### config.mk
export PLATFORM = sky130hd
export DESIGN_NAME = ras
export DESIGN_NICKNAME = d
export VERILOG_FILES = /design/src/rtl/core_types_pkg.sv /design/src/rtl/ras.sv
export SDC_FILE = /design/constraint.sdc
export NUM_CORES = 1
export LEC_CHECK = 0
export BUFFER_PORTS_ARGS = -buffer_cell sky130_fd_sc_hd__buf_2
export CAP_MARGIN = 20
export CORE_MARGIN = 3
export CORE_UTILIZATION = 30
export CTS_BUF_LIST = sky130_fd_sc_hd__clkbuf_8
export DETAILED_ROUTE_END_ITERATION = 6
export PLACE_DENSITY_LB_ADDON = 0.05
export SYNTH_ARGS = -nofsm -noshare
export SYNTH_HDL_FRONTEND = slang
export SYNTH_SLANG_ARGS = --single-unit
### constraint.sdc
create_clock -name CLK -period 2.5 [get_ports CLK]
set_input_delay 0.25 -clock CLK [delete_from_list [all_inputs] [get_ports CLK]]
set_output_delay 0.25 -clock CLK [all_outputs]
set_load 0.05 [all_outputs]
### src/rtl/core_types_pkg.sv
// Shared fetch-predictor types: return address stack sizing and redirect snapshot.
// RAS_UNDERFLOW_GUARD_EN (in ras) selects head behaviour on pop of an empty stack.
package core_types_pkg;

   localparam int RAS_ENTRIES      = 8;
   localparam int RAS_INDEX_WIDTH  = $clog2(RAS_ENTRIES);
   localparam int RAS_TARGET_WIDTH = 31;
   localparam int RAS_COUNT_WIDTH  = RAS_INDEX_WIDTH + 1;

   typedef logic [RAS_INDEX_WIDTH-1:0]  ras_index_t;
   typedef logic [RAS_COUNT_WIDTH-1:0]  ras_count_t;
   typedef logic [RAS_TARGET_WIDTH-1:0] ras_target_t;

   typedef struct packed {
      ras_index_t index;
      ras_count_t count;
   } ras_snapshot_t;

   typedef enum logic [2:0] {
      RAS_OP_IDLE,
      RAS_OP_UPDATE,
      RAS_OP_SWAP,
      RAS_OP_PUSH,
      RAS_OP_POP
   } ras_op_e;

   localparam ras_count_t RAS_FULL = ras_count_t'(RAS_ENTRIES);

   function automatic ras_count_t ras_count_inc(input ras_count_t c);
      return (c == RAS_FULL) ? c : c + ras_count_t'(1);
   endfunction

endpackage

### src/rtl/ras.sv
// Speculative return address stack with snapshot restore on redirect.
// Define RAS_UNDERFLOW_GUARD_EN to freeze head when popping an empty stack.
module ras
   import core_types_pkg::*;
(
   input  logic                        CLK,
   input  logic                        nRST,
   input  logic                        push_valid,
   input  logic [RAS_TARGET_WIDTH-1:0] push_target,
   input  logic                        pop_valid,
   output logic [RAS_TARGET_WIDTH-1:0] ret_target,
   output logic                        ret_valid,
   output logic [RAS_INDEX_WIDTH-1:0]  ras_index,
   output logic [RAS_COUNT_WIDTH-1:0]  ras_count,
   input  logic                        update_valid,
   input  logic [RAS_INDEX_WIDTH-1:0]  update_ras_index,
   input  logic [RAS_COUNT_WIDTH-1:0]  update_ras_count
);

   ras_target_t   stack [RAS_ENTRIES];
   ras_index_t    head;
   ras_index_t    head_next;
   ras_count_t    count;
   ras_count_t    count_next;
   ras_snapshot_t snap;
   ras_op_e       op;
   logic          wr_en;
   ras_index_t    wr_idx;
   ras_target_t   wr_data;

   assign snap = '{index: update_ras_index, count: update_ras_count};

   always_comb begin
      op = RAS_OP_IDLE;
      if (update_valid)
         op = RAS_OP_UPDATE;
      else if (push_valid && pop_valid)
         op = RAS_OP_SWAP;
      else if (push_valid)
         op = RAS_OP_PUSH;
      else if (pop_valid)
         op = RAS_OP_POP;
   end

   always_comb begin
      head_next  = head;
      count_next = count;
      wr_en      = 1'b0;
      wr_idx     = head;
      wr_data    = push_target;
      unique case (op)
         RAS_OP_UPDATE: begin
            head_next  = snap.index;
            count_next = snap.count;
         end
         RAS_OP_SWAP: begin
            wr_en = 1'b1;
         end
         RAS_OP_PUSH: begin
            head_next  = head + ras_index_t'(1);
            wr_en      = 1'b1;
            wr_idx     = head + ras_index_t'(1);
            count_next = ras_count_inc(count);
         end
         RAS_OP_POP: begin
            if (count != '0) begin
               head_next  = head - ras_index_t'(1);
               count_next = count - ras_count_t'(1);
            end else begin
`ifdef RAS_UNDERFLOW_GUARD_EN
               head_next = head;
`else
               // keep pointer in step with call chains that overflowed earlier
               head_next = head - ras_index_t'(1);
`endif
            end
         end
         default: begin
         end
      endcase
   end

   always_ff @(posedge CLK or negedge nRST) begin
      if (!nRST) begin
         head  <= '0;
         count <= '0;
      end else begin
         head  <= head_next;
         count <= count_next;
      end
   end

   always_ff @(posedge CLK or negedge nRST) begin
      if (!nRST) begin
         for (int i = 0; i < RAS_ENTRIES; i++)
            stack[i] <= '0;
      end else if (wr_en) begin
         stack[wr_idx] <= wr_data;
      end
   end

   assign ret_target = stack[head];
   assign ret_valid  = (count != '0);
   assign ras_index  = head;
   assign ras_count  = count;

endmodule

# Word level (Yosys, flattened, before mapping)
# Index checks and enable logic that the tools add are counted.
[classes]
mux = 16
n_reduce_logical = 6
order_cmp = 3
n_bitwise = 2
addsub = 4
n_eq_ne = 7
[ops]
columns = ["operator", "count"]
rows = [
  ["$bwmux 248", 1],
  ["$bmux 31 s3", 1],
  ["$demux 31 s3", 1],
  ["$mux 31", 3],
  ["$mux 3", 5],
  ["$pmux 4 s3", 1],
  ["$pmux 3 s3", 1],
  ["$ge 4x4->1 const B", 2],
  ["$mux 4", 2],
  ["$not 3->4", 2],
  ["$eq 3x2->1 const B", 2],
  ["$add 4x1->4 const B", 1],
  ["$eq 4x4->1 const B", 1],
  ["$lt 4x1->1 const B", 1],
  ["$ne 2x2->1 const B", 2],
  ["$reduce_bool 4->1", 1],
  ["$sub 4x1->4 const B", 1],
  ["$add 3x1->3 const B", 1],
  ["$eq 3x1->1 const B", 1],
  ["$eq 3x3->1 const B", 1],
  ["$reduce_and 3->1", 1],
  ["$reduce_bool 3->1", 1],
  ["$sub 3x1->3 const B", 1],
  ["$logic_and 1x1->1", 2],
  ["2 further kinds", 2],
]
[word_totals]
in_bits = 43
output_inout_bits = 39
elab_cells = 48
ff_bits = 255

# Longest topological paths before layout
[logic_depth]
word_depth = 12
ltp_mapped = 8

# Worst setup path after synthesis
# OpenSTA, ideal clock, no wires.
[synth_path]
kind = "register to register"
start = "register head[1] (netlist: ras_index[1])"
end = "register stack[65] (netlist bit)"
path_slack_ns = -0.497
stages_incl_launch_ff = 9
t_arrival_ns = 2.870
setup_time_ns = 0.128
period_less_slack_ns = 2.997
path_cell_list = "dfrtp_1 -> clkbuf_1 -> clkbuf_1 -> inv_1 -> ha_1 -> mux2i_4 -> nand3_1 -> buf_2 -> mux2_1"
[synth_via]
elab_chain_len = 8
word_cells_on_any_way = 9
classes_between = "add/sub: 1; order compare: 2; mux: 4; bitwise: 1; reduce/logical: 1"
[synth_rtl]
columns = ["item", "line_no", "text"]
rows = [
  ["from (decl)", "ras.sv:21", "ras_index_t head;"],
  ["from (signal assigned)", "ras.sv:88", "head <= head_next;"],
  ["$add 3x1->3", "ras.sv:62", "wr_idx = head + ras_index_t'(1);"],
  ["$mux 3 *", "ras.sv:51", "unique case (op)"],
  ["$not 3->4 (implied by the code) *", "ras.sv:98", "stack[wr_idx] <= wr_data;"],
  ["$ge 4x4->1 (implied by the code) or $lt 4x1->1 (tied branches)", "ras.sv:98", ""],
  ["$logic_and 1x1->1 (implied by the code)", "ras.sv:98", ""],
  ["$mux 31 (implied by the code)", "ras.sv:98", ""],
  ["$demux 31 s3 *", "ras.sv:98", ""],
  ["$bwmux 248 *", "ras.sv:98", ""],
  ["to (signal, indexed assignment)", "ras.sv:98", ""],
  ["to (decl)", "ras.sv:20", "ras_target_t stack [RAS_ENTRIES];"],
]
# Every way passes the cells marked *; elsewhere a longest branch is shown, timed or not.
# A chain may end at the register's enable or synchronous reset.

# Worst setup path after layout
[layout_path]
start = "register head[0] (netlist: ras_index[0])"
end = "output port ret_target[16]"
[layout_via]
elab_chain_len = 4
[layout_rtl]
columns = ["item", "line_no", "text"]
rows = [
  ["$not 3->4 (implied by the code)", "ras.sv:102", "assign ret_target = stack[head];"],
  ["$bmux 31 s3", "ras.sv:102", ""],
  ["$mux 31 (implied by the code) (2 in series)", "ras.sv:102", ""],
  ["to (decl)", "ras.sv:11", "output logic [RAS_TARGET_WIDTH-1:0] ret_target,"],
]
# No other way between the ends. The select of a mux whose other input is x is not followed.

==> impl_metrics.ini <==
[worst_setup_path]
worstSetupEndpointType = output port
path_class = flip-flop to output port
cp_data_required_time_ps = 2250
rr_worst_depth = 9
regToRegSetupSlack_ps = 30
cp_data_arrival_time_ps = 2370
path_cells = buf_12 > buf_16 > mux4_2 > mux2_4 > buf_8
slowest_delay_ps = 520
cp_top_family = multiplexers
crit_fanout = 6
r2r_start = ras_index[0]
startpoint_type = flip-flop
r2r-end = stack[132]
crit_slowest_cell = mux4_2
critPathBufInv = 3

[floorplanning]
core_sq_mm = 0.03874
dieArea_sq_mm = 0.04181
die_h_um = 204.5
start_util_pct = 30.50
dieWidth_um = 204.5
ios = 82
rows = 72

[layout]
layoutNonFillerInstCount = 1442
nets = 940
stdcell_area_sq_mm = 0.01526
diodes = 0
utilization_pct = 39.38
drive_gt1_share_pct = 59.42
area_growth_syn_to_layout_pct = 29.11

[sta]
finClkSkew_ps = 26.76
setup_violations = 31
tightest_slew_ps = 714.9
clock.fmax_ghz = 0.3823
drv_slew = 0
fin_ws_ps = -115.9
rsz0062_at_grt = yes
period_share_pct = 104.6
holdWs_ps = 122.7
slew_headroom_pct = 52.34
hold_viol = 0
min_period_ps = 2616

[clock_network]
insertion_delay_ps = 610
h-tree-depth = 2
clk_pin_slew_ps = 50
ctsRootBufferMaster = clkbuf_8
cts_buffers = 49
cts_tree = done
cts.path.max_buffers = 3
clock-sinks = 255

[power_and_ir_drop]
switching_share_pct = 32.70
power.share.clock_pct = 22.4
power.density_mw_per_mm2 = 1193
seqPwrFrac_pct = 39.3
power.internal_mw = 12.25
leakagePower_nw = 6.595
comb_power_share_pct = 38.3
power_switching_mw = 5.950
vdd_ir_drop_max_mv = 0.6453

[place]
dp_cells = 1300
placement.setup.worst_slack_ps = 239.9
dp_hpwl_um = 18310
portBuffers = 81
post_dp_cell_area_sq_mm = 0.01316
gp_congestion = 0.7410

[logic_synthesis]
synth_top_area_share_pct = 54.00
synthFlopType = dfrtp_1
synth_edf_count = 0
synth_area_sq_mm = 0.01182
synth_cell_type_count = 45
syn_nets = 759
ys_ff_latch = 255
yosysSeqAreaShare_pct = 54.00
synth.largest_area_cell = dfrtp_1
async_flop_share_pct = 100.0
synthTopCellsByArea = dfrtp_1 54%, mux2_2 25%, mux4_2 12%
syn_inst = 710
post_synth.cell_area_avg_sq_um = 16.64
yosysWarnings = 0

[route]
dr_wl_met3_um = 1474
postRouteAntennaNets = 0
drt_pass1_iterations = 4
wl_um = 32200
wl_met1_um = 14300
vias = 6960
drc = 0
wire_per_inst_um = 22.33
highest_layer = met5
first_iter_violations = 246
via_per_inst = 4.827
dr_wl_met2_um = 15580

[run_status]
status = finished with violations
failed_checks = negative setup slack

[grt]
grt_pass1_vias = 7988
grt_overflow = 0
grt_usage_pct = 15.62
grt_pass1_wl_um = 49090
antenna_found_initial = 1
grt_max_degree = 80

[worst_hold_path]
hold_class = input port to flip-flop
hold_path_end = ras_count[0]
hp-start = update_valid
holdPathStages = 3

[job]
drv_cap = 0
through the flow:
| stage | setup TNS (ps) | total power [mW] |
|---|---|---|
| final | -2477 | 18.20 |
| after global routing | -5866 | 19.29 |
| after CTS | -5078 | 18.42 |
| after detailed placement | 0 | 13.34 |
| after global placement | 0 | 12.99 |
| after floorplan | 0 | 11.69 |
cell families after synthesis:
family / synth area share [%]
flip-flops: 54.00
adder cells (fa/ha/maj): 0.6989
XOR/XNOR: 0.5189
buffers and inverters: 2.552
AO/OA/AOI/OAI: 1.112
AND/OR/NAND/NOR: 2.150
multiplexers: 38.97
final cells by class:
type	count	area (sq um)
tap	518	648.1
sequential	255	6390
clock inverter	23	131.4
multi-input combinational	406	5280
clock buffer	61	839.6
inverter	5	18.77
timing repair buffer	174	1948
fill	3589	23480
synth_stat cells (all sizes together), types with 2 or more instances:
master / n
mux2: 282
dfrtp: 255
mux4: 62
buf: 33
clkbuf: 11
o21ai: 6
ha: 5
nor2b: 5
inv: 4
nand2: 4
nor3: 4
a21oi: 3
nand3: 3
o31ai: 3
a221oi: 2
mux2i: 2
nand4: 2
nor2: 2
o21bai: 2
xnor2: 2
xor2: 2
what timing repair did:
item	CTS	global route
buffers inserted	5	3
hold buffers	40	0
pin swaps	1	5
hold endpoints to repair	328	0
resized for setup	95	11
gates cloned	6	4
endpoints found under the setup margin	31	91
worst max path at each step:
stage	startpoint	cells after the start	end
after floorplan	ras_index[0]	7	stack[10]
after global placement	ras_index[0]	4	ret_target[30]
after detailed placement	ras_index[0]	6	stack[216]
after CTS	ras_index[0]	5	ret_target[16]
after global routing	ras_index[0]	5	ret_target[16]
final	ras_index[0]	5	ret_target[16]
flip-flops by register name (all words and copies together) (netlist names):
signal,cells
ras_count,4
ras_index,3
stack,248
worst register-to-register path, delay by kind of cell (launching register included):
kind | cells | cell delay (ps)
buffers and inverters | 5 | 770
multiplexers | 1 | 360
adder cells (fa/ha/maj) | 1 | 280
flip-flops | 1 | 530
AND/OR/NAND/NOR | 2 | 420
cells in the final DEF, fill, tap and decap left out, drive strengths merged, types with 5 or more instances in the layout:
master	synthesis	routed
buf	33	130
ha	5	5
inv	4	21
o21ai	6	6
dlygate4sd3	0	40
clkbuf	11	65
mux4	62	62
dfrtp	255	255
nor2b	5	5
mux2	282	282
power by group through the flow:
stage	clock network, mW	logic (mW)	registers [mW]
6_report	4.08	6.97	7.15
5_1_grt	4.47	7.44	7.38
4_1_cts	4.26	7.02	7.14
3_5_place_dp	0	6.14	7.20
3_3_place_gp	0	5.97	7.01
2_1_floorplan	0	4.81	6.88
layer usage:
layer,vias up,track usage (%)
li1,3056,-
met1,3715,20.55
met2,131,25.71
met3,56,3.233
met4,2,5.505
met5,-,0
Power figures use the tool's default switching activity.
